--- src/rtl/sccb_bus_arbiter.sv ---
// sccb_bus_arbiter: round-robin sharing of one SCCB/I2C master between NUM_REQ register-access clients
module sccb_bus_arbiter #(
    parameter int                 NUM_REQ        = 3,
    parameter logic [NUM_REQ-1:0] SCCB_MASK      = '1,
    parameter logic [23:0]        TIMEOUT_CYCLES = 24'd2000000
) (
    input  logic                    clk_i,
    input  logic                    reset_i,
    input  logic [NUM_REQ-1:0]      req_i,
    input  logic [2*NUM_REQ-1:0]    req_mode_i,
    input  logic [7*NUM_REQ-1:0]    req_slave_addr_i,
    input  logic [8*NUM_REQ-1:0]    req_reg_addr_i,
    input  logic [2*NUM_REQ-1:0]    req_burst_len_i,
    input  logic [32*NUM_REQ-1:0]   req_tx_data_i,
    output logic [NUM_REQ-1:0]      gnt_o,
    output logic [NUM_REQ-1:0]      req_done_o,
    output logic [NUM_REQ-1:0]      req_timeout_o,
    output logic [31:0]             rd_data_o,
    output logic                    busy_o,
    output logic                    m_start_o,
    input  logic                    m_ready_i,
    input  logic                    m_done_i,
    output logic                    m_sccb_en_o,
    output logic [1:0]              m_mode_o,
    output logic [6:0]              m_slave_addr_o,
    output logic [7:0]              m_reg_addr_o,
    output logic [1:0]              m_burst_len_o,
    output logic [31:0]             m_tx_data_o,
    input  logic [31:0]             m_rx_data_i
);
    localparam int IW = $clog2(NUM_REQ);
    typedef enum logic [2:0] {S_IDLE, S_GRANT, S_ISSUE, S_WAIT, S_RELEASE} state_t;
    state_t state_q, state_d;
    logic [IW-1:0] w_q, w_d, rr_q, rr_d, win;
    logic [IW:0] s;
    logic [23:0] wd_q, wd_d;
    logic [NUM_REQ-1:0] gnt_q, gnt_d, done_q, done_d, to_q, to_d;
    logic start_q, start_d, sccb_q, sccb_d;
    logic [31:0] rd_q, rd_d, tx_q, tx_d;
    logic [1:0] mode_q, mode_d, bl_q, bl_d;
    logic [6:0] sa_q, sa_d;
    logic [7:0] ra_q, ra_d;

    assign gnt_o          = gnt_q;
    assign req_done_o     = done_q;
    assign req_timeout_o  = to_q;
    assign rd_data_o      = rd_q;
    assign busy_o         = state_q != S_IDLE;
    assign m_start_o      = start_q;
    assign m_sccb_en_o    = sccb_q;
    assign m_mode_o       = mode_q;
    assign m_slave_addr_o = sa_q;
    assign m_reg_addr_o   = ra_q;
    assign m_burst_len_o  = bl_q;
    assign m_tx_data_o    = tx_q;

    // round-robin scan starting at rr_q; walking backwards lets the nearest requester win
    always_comb begin
        win = '0;
        s = '0;
        for (int k = NUM_REQ - 1; k >= 0; k--) begin
            s = {1'b0, rr_q} + (IW+1)'(k);
            s = (s >= (IW+1)'(NUM_REQ)) ? s - (IW+1)'(NUM_REQ) : s;
            win = req_i[s[IW-1:0]] ? s[IW-1:0] : win;
        end
    end

    // transaction sequencing; outputs are registered to reflect the state being entered
    always_comb begin
        state_d = state_q;
        w_d = w_q;
        rr_d = rr_q;
        wd_d = wd_q;
        gnt_d = gnt_q;
        done_d = '0;
        to_d = '0;
        start_d = 1'b0;
        rd_d = rd_q;
        sccb_d = sccb_q;
        mode_d = mode_q;
        sa_d = sa_q;
        ra_d = ra_q;
        bl_d = bl_q;
        tx_d = tx_q;
        case (state_q)
            S_IDLE: if (|req_i) begin
                w_d = win;
                gnt_d = '0;
                gnt_d[win] = 1'b1;
                state_d = S_GRANT;
            end
            S_GRANT: begin
                for (int i = 0; i < NUM_REQ; i++) begin
                    if (w_q == IW'(i)) begin
                        sccb_d = SCCB_MASK[i];
                        mode_d = req_mode_i[2*i +: 2];
                        sa_d = req_slave_addr_i[7*i +: 7];
                        ra_d = req_reg_addr_i[8*i +: 8];
                        bl_d = req_burst_len_i[2*i +: 2];
                        tx_d = req_tx_data_i[32*i +: 32];
                    end
                end
                state_d = S_ISSUE;
            end
            S_ISSUE: if (m_ready_i) begin
                start_d = 1'b1;
                wd_d = '0;
                state_d = S_WAIT;
            end
            S_WAIT: begin
                if (m_done_i) begin
                    rd_d = m_rx_data_i;
                    done_d[w_q] = 1'b1;
                    gnt_d = '0;
                    state_d = S_RELEASE;
                end else if (wd_q == TIMEOUT_CYCLES - 24'd1) begin
                    to_d[w_q] = 1'b1;
                    gnt_d = '0;
                    state_d = S_RELEASE;
                end else begin
                    wd_d = wd_q + 24'd1;
                end
            end
            S_RELEASE: begin
                rr_d = (w_q == IW'(NUM_REQ - 1)) ? '0 : w_q + 1'b1;
                state_d = S_IDLE;
            end
            default: state_d = S_IDLE;
        endcase
    end

    // state and output registers; reset aborts any transaction without a pulse
    always_ff @(posedge clk_i) begin
        if (reset_i) begin
            state_q <= S_IDLE;
            w_q <= '0;
            rr_q <= '0;
            wd_q <= '0;
            gnt_q <= '0;
            done_q <= '0;
            to_q <= '0;
            start_q <= 1'b0;
            rd_q <= '0;
            sccb_q <= 1'b0;
            mode_q <= '0;
            sa_q <= '0;
            ra_q <= '0;
            bl_q <= '0;
            tx_q <= '0;
        end else begin
            state_q <= state_d;
            w_q <= w_d;
            rr_q <= rr_d;
            wd_q <= wd_d;
            gnt_q <= gnt_d;
            done_q <= done_d;
            to_q <= to_d;
            start_q <= start_d;
            rd_q <= rd_d;
            sccb_q <= sccb_d;
            mode_q <= mode_d;
            sa_q <= sa_d;
            ra_q <= ra_d;
            bl_q <= bl_d;
            tx_q <= tx_d;
        end
    end
endmodule

--- config.mk ---
export PLATFORM = sky130hd
export DESIGN_NAME = sccb_bus_arbiter
export DESIGN_NICKNAME = d
export VERILOG_FILES = /design/src/rtl/sccb_bus_arbiter.sv
export SDC_FILE = /design/constraint.sdc
export NUM_CORES = 1
export LEC_CHECK = 0
export ABC_CLOCK_PERIOD_IN_PS = 5000
export BUFFER_PORTS_ARGS = -buffer_cell sky130_fd_sc_hd__buf_4
export CELL_PAD_IN_SITES_DETAIL_PLACEMENT = 0
export CELL_PAD_IN_SITES_GLOBAL_PLACEMENT = 1
export CORE_UTILIZATION = 35
export CTS_CLUSTER_SIZE = 12
export DETAILED_ROUTE_END_ITERATION = 16
export PLACE_DENSITY_LB_ADDON = 0.15
export SYNTH_ARGS = -nofsm -noshare
export SYNTH_HDL_FRONTEND = slang
export SYNTH_SLANG_ARGS = --single-unit
--- constraint.sdc ---
create_clock -name clk_i -period 5 [get_ports clk_i]
set_clock_uncertainty 0.2 [all_clocks]
set_input_delay 0.75 -clock clk_i [delete_from_list [all_inputs] [get_ports clk_i]]
set_output_delay 0.75 -clock clk_i [all_outputs]
set_load 0.01 [all_outputs]
# Word level (Yosys, flattened, before mapping)
# Cells that the tools add are included.
# classes
n_reduce_logical	18
eq_ne	12
order_cmp	10
addsub	7
n_bitwise	4
n_mux	49
# op_table
operator	n
two-way mux 32 bit	3
two-way mux 24 bit	3
case mux 24 bit (2 select lines)	1
two-way mux 2 bit	13
adder 24 x 1 -> 24 bit, second input constant	1
== test 24 x 21 -> 1 bit, second input constant	1
two-way mux 8 bit	3
two-way mux 3 bit	7
two-way mux 7 bit	3
less-than comparator 2 x 3 -> 1 bit, second input constant	5
case mux 3 bit (4 select lines)	1
two-way mux 1 bit	9
inequality test 2 bit, second input constant	4
binary-select mux 1 bit (select 2 bit)	3
== test 3 x 2 -> 1 bit, second input constant	2
greater-or-equal comparator 3 x 2 -> 1 bit, second input constant	2
case mux 3 bit (2 select lines)	1
AND reduction 2 bit	3
AND reduction 3 bit	2
nonzero test 3 bit	2
OR reduction 3 bit	2
subtractor 2 bit, second input constant	3
demux 1 bit (select 2 bit)	2
greater-or-equal comparator 2 x 1 -> 1 bit, second input constant	2
other kinds (17)	22
# word_totals
out_inout_bits	95
inputBits	192
word_cells	115
register_bits	125

# Logic depth before layout (Yosys ltp)
# Gate-level depths: netlist of run 1.
# logic_depth
ltp_word	14
mapped_depth	8
depth_no_buf	7

# Worst setup path after synthesis of run 1
# No wires, ideal clock.
# synth_path
kind	input port to flip-flop
start	input port m_done_i
end	register wd_q[10]
required_ns	4.730
setup_slack_ns	2.896
path_stages	5
path_buffers	0
setup_time_ns	0.070
t_arrival_ns	1.835
cell_sequence	and2b_1 -> o21ai_2 -> or3_1 -> or3_1 -> a21oi_1
# synth_between
elab_chain_len	2
# synth_rtl
element	line	rtl
from (decl)	22	input logic m_done_i,
inequality test 2 bit (no source line)	--	
AND reduction 4 bit (no source line)	--	
to (signal assigned)	154	wd_q <= wd_d;
to (decl)	36	logic [23:0] wd_q, wd_d;
# No other way between the ends.
# A chain may end at the register's enable or synchronous reset.

# Worst setup path after layout of run 1
# layout_path
start	register state_q[0]
end	register tx_q[0], in the netlist m_tx_data_o[0]
# layout_between
elab_chain_len	2
# layout_rtl
element	line	rtl
from (decl)	33	state_t state_q, state_d;
from (signal assigned)	151	state_q <= state_d;
== test 3 x 1 -> 1 bit	85	case (state_q)
AND reduction 2 bit (no source line)	--	
to (signal assigned)	165	tx_q <= tx_d;
to (decl)	39	logic [31:0] rd_q, rd_d, tx_q, tx_d;
# No other way between the ends.

==> results of run 1 <==
report_power, final:
part / leakage, µW / internal [µW] / switching, µW / total, µW
sequential: 0.00102 / 1050 / 65.0 / 1120
combinational: 0.00229 / 280 / 255 / 535
clock: 0.000280 / 746 / 421 / 1170
total: 0.00358 / 2080 / 742 / 2820
layout make-up:
type                       instances  area, µm²  share of cell area (%)
tap                              216        270                    3.12
sequential                       125       2510                    29.0
multi-input combinational        538       3090                    35.7
clock inverter                     6       57.6                   0.665
inverter                           6       22.5                   0.260
timing repair buffer             292       2190                    25.3
clock buffer                      26        509                    5.89
critical path, stage by stage (launching register included):
cell     delay [ns]
dfxtp_1        0.48
nor3b_4        0.23
buf_4          0.51
nand2_2        0.72
a22oi_1        0.42
nor2_1         0.06
cell usage after synthesis, types with 2 or more instances:
cell type,count
nand3b_1,2
and4_1,2
o21ai_0,41
nand2b_1,5
o211ai_1,4
xor2_1,4
a21oi_1,47
a22oi_1,51
buf_1,3
buf_2,18
clkbuf_1,33
or4_1,2
and3_1,5
or3_1,11
nand4b_1,2
and2_1,3
nor2_1,80
and2b_1,2
dfxtp_1,125
nand4_1,3
o2bb2ai_1,2
a32o_1,2
nand2_1,136
nand3_1,11
ha_1,4
nor3_1,9
o21ai_1,20
mux2i_1,51
nor2b_1,3
xnor2_1,8
nor4_1,10
inv_1,6
logic make-up (layout without fill, tap and decap cells):
| kind of cell | count (synthesis) | after routing | share of synthesized area (%) |
|---|---|---|---|
| xor gates and xnor gates | 12 | 12 | 1.80 |
| DFF | 125 | 125 | 42.8 |
| and+or+nand+nor | 294 | 294 | 22.7 |
| adders and majority gates | 4 | 4 | 0.856 |
| muxes | 51 | 51 | 8.73 |
| buffers and inverters | 62 | 330 | 4.56 |
| AOI/OAI and AO/OA | 177 | 177 | 18.6 |
sequential cells by signal, summed over array words and instances (netlist names):
name            count
m_reg_addr_o        8
m_sccb_en_o         1
rr_q                2
m_start_o           1
gnt_o               3
m_burst_len_o       2
req_done_o          3
rd_data_o          32
m_slave_addr_o      7
state_q             3
req_timeout_o       3
w_q                 2
m_mode_o            2
wd_q               24
m_tx_data_o        32
worst max-delay path by stage:
stage               startpoint                 to  slack, ns  depth (start not counted)
floorplan             m_done_i           wd_q[10]       2.90                          5
global placement     m_ready_i            wd_q[8]       2.23                          6
detailed placement  state_q[0]  m_slave_addr_o[0]       2.20                          5
CTS                 state_q[0]    m_tx_data_o[12]       2.20                          5
global route        state_q[0]    m_reg_addr_o[2]       1.99                          5
finish              state_q[0]     m_tx_data_o[0]       2.22                          5
through the flow:
stage          std cells  hold WS [ns]  utilization (%)  area [µm²]
6_report            1209         0.252             53.7        8650
5_1_grt             1209         0.272             53.7        8650
4_1_cts             1209         0.254             53.7        8650
3_5_place_dp        1177         0.247             50.2        8080
3_3_place_gp        1177         0.243             50.2        8080
2_1_floorplan        725         0.259                -        5840
layer usage:
metal	global-route usage, %	vias to the layer above
met5	0	-
met4	5.75	0
met3	7.95	9
met2	36.2	176
met1	25.7	2682
li1	-	3044
==> results_dict.tcl, run 1 <==
set metrics [dict create \
    outcome "completed" \
    drive_above_1_share_pct 33.6 \
    finalNetCount 1176 \
    r2r_cells 5 \
    first_iter_violations 264 \
    mostFrequentLayoutCell "buf_4" \
    nFillCells 1595 \
    grt_pass1_vias 5513 \
    critPathMaxFanout 53 \
    slew_headroom_pct 33.1 \
    synth_area_leader_cell "dfxtp_1" \
    die_width_um 131 \
    post-route-period-util_pct 55.5 \
    clk_latency_ns 0.41 \
    syn_inst 725 \
    cts_resized 0 \
    diodes 0 \
    vias_per_cell 4.89 \
    ir_drop_uv 216 \
    period_needed_ns 2.78 \
    cts-htree-levels 4 \
    fp.dieArea_um2 17200 \
    yosysUniqueCellTypes 52 \
    cts_sinks 125 \
    root_buffer "clkbuf_16" \
    hold_viol 0 \
    hold_buffers 0 \
    synth_edf_count 0 \
    crit_path_end_kind "flip-flop" \
    finalPower_uw 2820 \
    grt_setup_unrepaired "no" \
    met1Wirelength_um 8180 \
    crit_type "reg2reg" \
    cts_inserted_buffers 17 \
    grt-ovfl-total 0 \
    clockBufferDepth 2 \
    cts_tree "yes" \
    start_kind "flip-flop" \
    place_ws_ns 2.20 \
    synth.area.top_cells "dfxtp_1 (43%), mux2i_1 (8.7%), nand2_1 (8.7%)" \
    synth_area_um2 5840 \
    crit_arrival_ns 2.85 \
    layout-area-overhead-vs-synth_pct 48.0 \
    r2r_start "state_q[0]" \
    synth_seq_area_share_pct 42.8 \
    power.density_nw_per_um2 326 \
    crit_required_ns 5.08 \
    core_um2 16100 \
    worst_pin_slew_ns 1.00 \
    synthFlopType "dfxtp_1" \
    regToRegEndpoint "m_tx_data_o[0]" \
    whs_endpoint "rd_data_o[3]" \
    async_reset_ff_share_pct 0 \
    dr_wl_met2_um 9050 \
    post_synth.cell_area_avg_um2 8.06 \
    fmax_mhz 360 \
    wl_met3_um 1300 \
    dp_hpwl_um 13200 \
    synth_seq_cells 125 \
    finalSetupViolations 0 \
    whs_path_depth 2 \
    grt_max_degree 60 \
    placement_rows 46 \
    start_util_pct 36.3 \
    drc 0 \
    ys_warn_count 0 \
    highest_layer "met4" \
    final_cell_mix "buf_4 (292), nand2_1 (135), dfxtp_1 (123)" \
    fin_tns_setup_ns 0 \
    detail-route-antenna-nets 0 \
    io_pins 287 \
    gpl.final_weighted_congestion 0.863 \
    antenna_found_initial 0 \
    dr_total_vias 5911 \
    setup_slack_ns 2.22 \
    reg2reg_slack_ns 2.22 \
    min_from "rd_data_o[3]" \
    io_buffer_count 286 \
    drtPass1Iterations 4 \
    power_leakage_uw 0.00358 \
    syn_nets 921 \
    routed_wirelength_um 18700 \
    cap_violations 0 \
    path_clk_slew_ns 0.05 \
    post-cts-setup-buffer-count 0 \
    final_max_slew_viol_count 0 \
    fp.dieH_um 131 \
    grt_first_pass_wirelength_um 29600 \
    grt_use_total_pct 21.6 \
    hold_class "reg2reg" \
    synth_top_area_share_pct 42.8 \
    wl_per_cell_um 15.5 \
]
Note: power is estimated with default switching activity, not from simulation.
==> run 2, diff against run 1 <==
ABC_CLOCK_PERIOD_IN_PS = 2300   (was 5000)
CORE_UTILIZATION = 29   (was 35)
clock period = 2.3 ns   (was 5 ns; I/O delays follow)
==> results_dict.tcl, run 2 (same netlist as run 1, synthesis figures left out) <==
set metrics [dict create \
    finalSetupViolations 0 \
    final_max_slew_viol_count 0 \
    first_iter_violations 316 \
    ir_drop_uv 514 \
    diodes 0 \
    antenna_found_initial 0 \
    clockBufferDepth 2 \
    drc 0 \
    dp_hpwl_um 14500 \
    io_buffer_count 286 \
    slew_headroom_pct 59.0 \
    grt_pass1_vias 5664 \
    dr_total_vias 6057 \
    path_clk_slew_ns 0.06 \
    grt-ovfl-total 0 \
    fin_tns_setup_ns 0 \
    outcome "completed" \
    grt_setup_unrepaired "no" \
    vias_per_cell 4.65 \
    cts_sinks 125 \
    cap_violations 0 \
    crit_arrival_ns 1.55 \
    clk_latency_ns 0.42 \
    die_width_um 144 \
    wl_per_cell_um 15.6 \
    hold_viol 0 \
    crit_required_ns 1.75 \
    period_needed_ns 2.10 \
    combPwrFrac_pct 20.8 \
    critPathSlowestCell "or3_1" \
    gpl.final_weighted_congestion 0.771 \
    fp.dieArea_um2 20700 \
    cts_resized 0 \
    cts_inserted_buffers 17 \
    finalHoldWorstSlack_ns 0.0702 \
    crit_type "reg2out" \
    critPathMaxFanout 7 \
    seqPwrFrac_pct 37.1 \
    grt_first_pass_wirelength_um 30300 \
    cts_tree "yes" \
    final_cell_mix "buf_4 (300), nand2_1 (135), dfxtp_1 (123)" \
    placement_rows 51 \
    intPower_uw 4650 \
    power_leakage_uw 0.00380 \
    start_util_pct 29.8 \
    cts-htree-levels 4 \
    io_pins 287 \
    clockPowerShare_pct 42.1 \
    drive_above_1_share_pct 33.4 \
    detail-route-antenna-nets 0 \
    start_kind "flip-flop" \
    drtPass1Iterations 4 \
    worst_pin_slew_ns 0.615 \
    fmax_mhz 476 \
    grt_max_degree 53 \
    routed_wirelength_um 20300 \
    switching_share_pct 26.9 \
    power_switching_uw 1710 \
    root_buffer "clkbuf_16" \
    fp.dieH_um 144 \
    hold_class "in2reg" \
    power.density_nw_per_um2 691 \
    finalNetCount 1221 \
    crit_path_end_kind "primary output" \
    critPathMaxStageDelay_ns 0.48 \
    core_um2 19600 \
    path_cells "buf_4 > or3_1 > buf_4" \
    post-cts-setup-buffer-count 0 \
    cp_common_cell "buf_4" \
    layout-area-overhead-vs-synth_pct 57.6 \
    grt_use_total_pct 19.2 \
    mostFrequentLayoutCell "buf_4" \
    post-route-period-util_pct 91.3 \
]
[run 2: cell types whose count changed in the layout (fill, tap and decap cells not counted), sizes merged]
cell / change
clkinvlp: +1
bufinv: +1
buf: +13
dlygate4sd3: +32
clkbuf: -3
clkinv: -1
inv: +2
[run 2: layer usage]
| metal | share of wire (%) | GRT usage [%] |
|---|---|---|
| met1 | 42 | 21.7 |
| met2 | 49 | 33.5 |
| met4 | 1.5 | 6.22 |
| met5 | 0 | 0 |
| met3 | 8.0 | 6.93 |
[run 2: worst paths after layout]
check,depth (start not counted),endpoint,slack (ns),from
max reg2reg,6,wd_q[10],0.21,wd_q[0]
min,5,m_reg_addr_o[7],0.07,req_reg_addr_i[15]
min reg2reg,2,rd_data_o[24],0.25,rd_data_o[24]
max,3,busy_o,0.20,state_q[1]
[run 2: layout make-up]
class / instances / area [µm²]
fill: 1981 / 10400
multi-input combinational: 538 / 3090
timing repair buffer: 337 / 2670
sequential: 125 / 2510
clock buffer: 23 / 479
tap: 265 / 332
clock inverter: 9 / 108
inverter: 6 / 22.5
[run 2: metrics by stage]
stage | power (µW) | instances | area, µm² | setup WS, ns | utilization [%]
after detailed placement | 3710 | 1239 | 8310 | 0.219 | 42.4
after CTS | 6460 | 1303 | 9210 | 0.185 | 47.0
after floorplan | 3070 | 725 | 5840 | 0.389 | -
after global placement | 3700 | 1239 | 8310 | 0.235 | 42.4
after global routing | 6680 | 1303 | 9210 | 0.0391 | 47.0
final | 6360 | 1303 | 9210 | 0.201 | 47.0
[run 2: repair_timing]
action,CTS,global route
endpoints found under the hold margin,32,0
endpoints found under the setup margin,0,0
hold buffers,32,0
[run 2: power groups by stage]
stage                     Sequential (µW)  Clock (µW)  Combinational, µW
after global routing                 2380        2860               1450
after floorplan                      2440           0                626
after detailed placement             2410           0               1300
after global placement               2400           0               1300
after CTS                            2360        2750               1340
final                                2360        2680               1320
[run 2: worst max-delay path: cells and delay by family, from the launching register on]
family	cells	cell delay, ns
DFF	1	0.30
and+or+nand+nor	1	0.48
buffers and inverters	2	0.35
==> run 3, diff against run 2 <==
PLACE_DENSITY = 0.87   (was not set)
PLACE_DENSITY_LB_ADDON = not set   (was 0.15)
==> results_dict.tcl, run 3 (same netlist as run 1, synthesis figures left out) <==
set metrics [dict create \
    dp.cells 1237 \
    grt_max_degree 59 \
    path_clk_slew_ns 0.05 \
    fin_tns_setup_ns 0 \
    grt_first_pass_wirelength_um 29100 \
    io_buffer_count 286 \
    period_needed_ns 2.15 \
    finalNetCount 1219 \
    finalSetupViolations 0 \
    critPathMaxStageDelay_ns 0.48 \
    cts_tree "yes" \
    ir_drop_uv 625 \
    cts_inserted_buffers 17 \
    fp.dieArea_um2 20700 \
    crit_required_ns 2.40 \
    outcome "completed" \
    fp.dieH_um 144 \
    cts_sinks 125 \
    clockBufferDepth 2 \
    first_iter_violations 262 \
    start_kind "flip-flop" \
    gpl.final_weighted_congestion 0.793 \
    path_cells "nor2b_2 > buf_4 > o2111ai_2 > nor3_2 > a21oi_1 > a31o_2" \
    detail-route-antenna-nets 0 \
    grt_pass1_vias 5734 \
    root_buffer "clkbuf_16" \
    hold_class "in2reg" \
    final_max_slew_viol_count 0 \
    met3_usage_pct 4.93 \
    grt_setup_unrepaired "no" \
    finish.utilization_pct 47.3 \
    diodes 0 \
    io_pins 287 \
    grt_util_met1_pct 20.8 \
    antenna_found_initial 0 \
    fmax_mhz 465 \
    finalPower_uw 6530 \
    vias_per_cell 4.82 \
    hold_viol 0 \
    grt-ovfl-total 0 \
    critPathSlowestCell "dfxtp_1" \
    core_um2 19600 \
    path_buf_inv 1 \
    mostFrequentLayoutCell "buf_4" \
    placement_rows 51 \
    cts-htree-levels 4 \
    power.density_nw_per_um2 705 \
    crit_path_end_kind "flip-flop" \
    use_met2_pct 31.2 \
    layout-area-overhead-vs-synth_pct 58.4 \
    critPathMaxFanout 8 \
    final_cell_mix "buf_4 (297), nand2_1 (135), dfxtp_1 (123)" \
    cap_violations 0 \
    wl_per_cell_um 15.0 \
    clk_latency_ns 0.41 \
    routed_wirelength_um 19400 \
    grt_use_total_pct 18.2 \
    stdcell_count 1300 \
    finalHoldWorstSlack_ns 0.0622 \
    crit_arrival_ns 2.25 \
    die_width_um 144 \
    cpLargestDelayFamily "simple AND/OR/NAND/NOR gates" \
    worst_pin_slew_ns 0.513 \
    dr_total_vias 6266 \
    slew_headroom_pct 65.8 \
    crit_type "reg2reg" \
    drive_above_1_share_pct 33.5 \
    power_leakage_uw 0.00382 \
    dp_hpwl_um 13600 \
    post-route-period-util_pct 93.6 \
    grt-busiest-layer "met2" \
    drtPass1Iterations 4 \
    post-cts-setup-buffer-count 0 \
    start_util_pct 29.8 \
    drc 0 \
]
[run 3: metal layers]
layer	vias up	part of all wire (%)
met5	-	0
met4	0	2.8
met3	31	7.2
met2	198	48
met1	2913	42
li1	3124	-
[run 3: path summary, 6_finish.rpt]
| check | from | end | slack, ns | depth (start not counted) |
|---|---|---|---|---|
| setup reg to reg | state_q[1] | wd_q[21] | 0.15 | 6 |
| hold / removal | m_done_i | state_q[2] | 0.06 | 3 |
| hold reg to reg | rd_data_o[10] | rd_data_o[10] | 0.25 | 2 |
| setup / recovery | state_q[1] | wd_q[21] | 0.15 | 6 |
[run 3: through the flow]
| stage | area (µm²) | worst slack, ns |
|---|---|---|
| 5_1_grt | 9260 | 0.00639 |
| 3_5_place_dp | 8300 | 0.134 |
| 4_1_cts | 9250 | 0.115 |
| 3_3_place_gp | 8300 | 0.205 |
| 2_1_floorplan | 5840 | 0.389 |
| 6_report | 9260 | 0.148 |
[run 3: area by class of cell]
type                    instances  area, µm²
clock buffers                  22        495
clock inverters                 9        133
fillers                      1895      10300
inverters                       6       22.5
multi-input cells             538       3100
flip-flops and latches        125       2510
well taps                     265        332
repair buffers                335       2670
[run 3: worst register-to-register path: stages, from the launching register on]
cell	delay [ns]
dfxtp_1	0.48
nor2b_2	0.34
buf_4	0.18
o2111ai_2	0.22
nor3_2	0.31
a21oi_1	0.10
a31o_2	0.22
[run 3: repair_timing]
action,4_1_cts,5_1_grt
resized for setup,0,1
endpoints found under the hold margin,32,0
hold buffers,32,0
setup endpoints to repair,0,9
[run 3: power by group]
| part | total (µW) | internal, µW | switching, µW |
|---|---|---|---|
| Clock | 2830 | 1850 | 982 |
| Combinational | 1310 | 691 | 618 |
| Sequential | 2390 | 2290 | 101 |
| Total | 6530 | 4830 | 1700 |
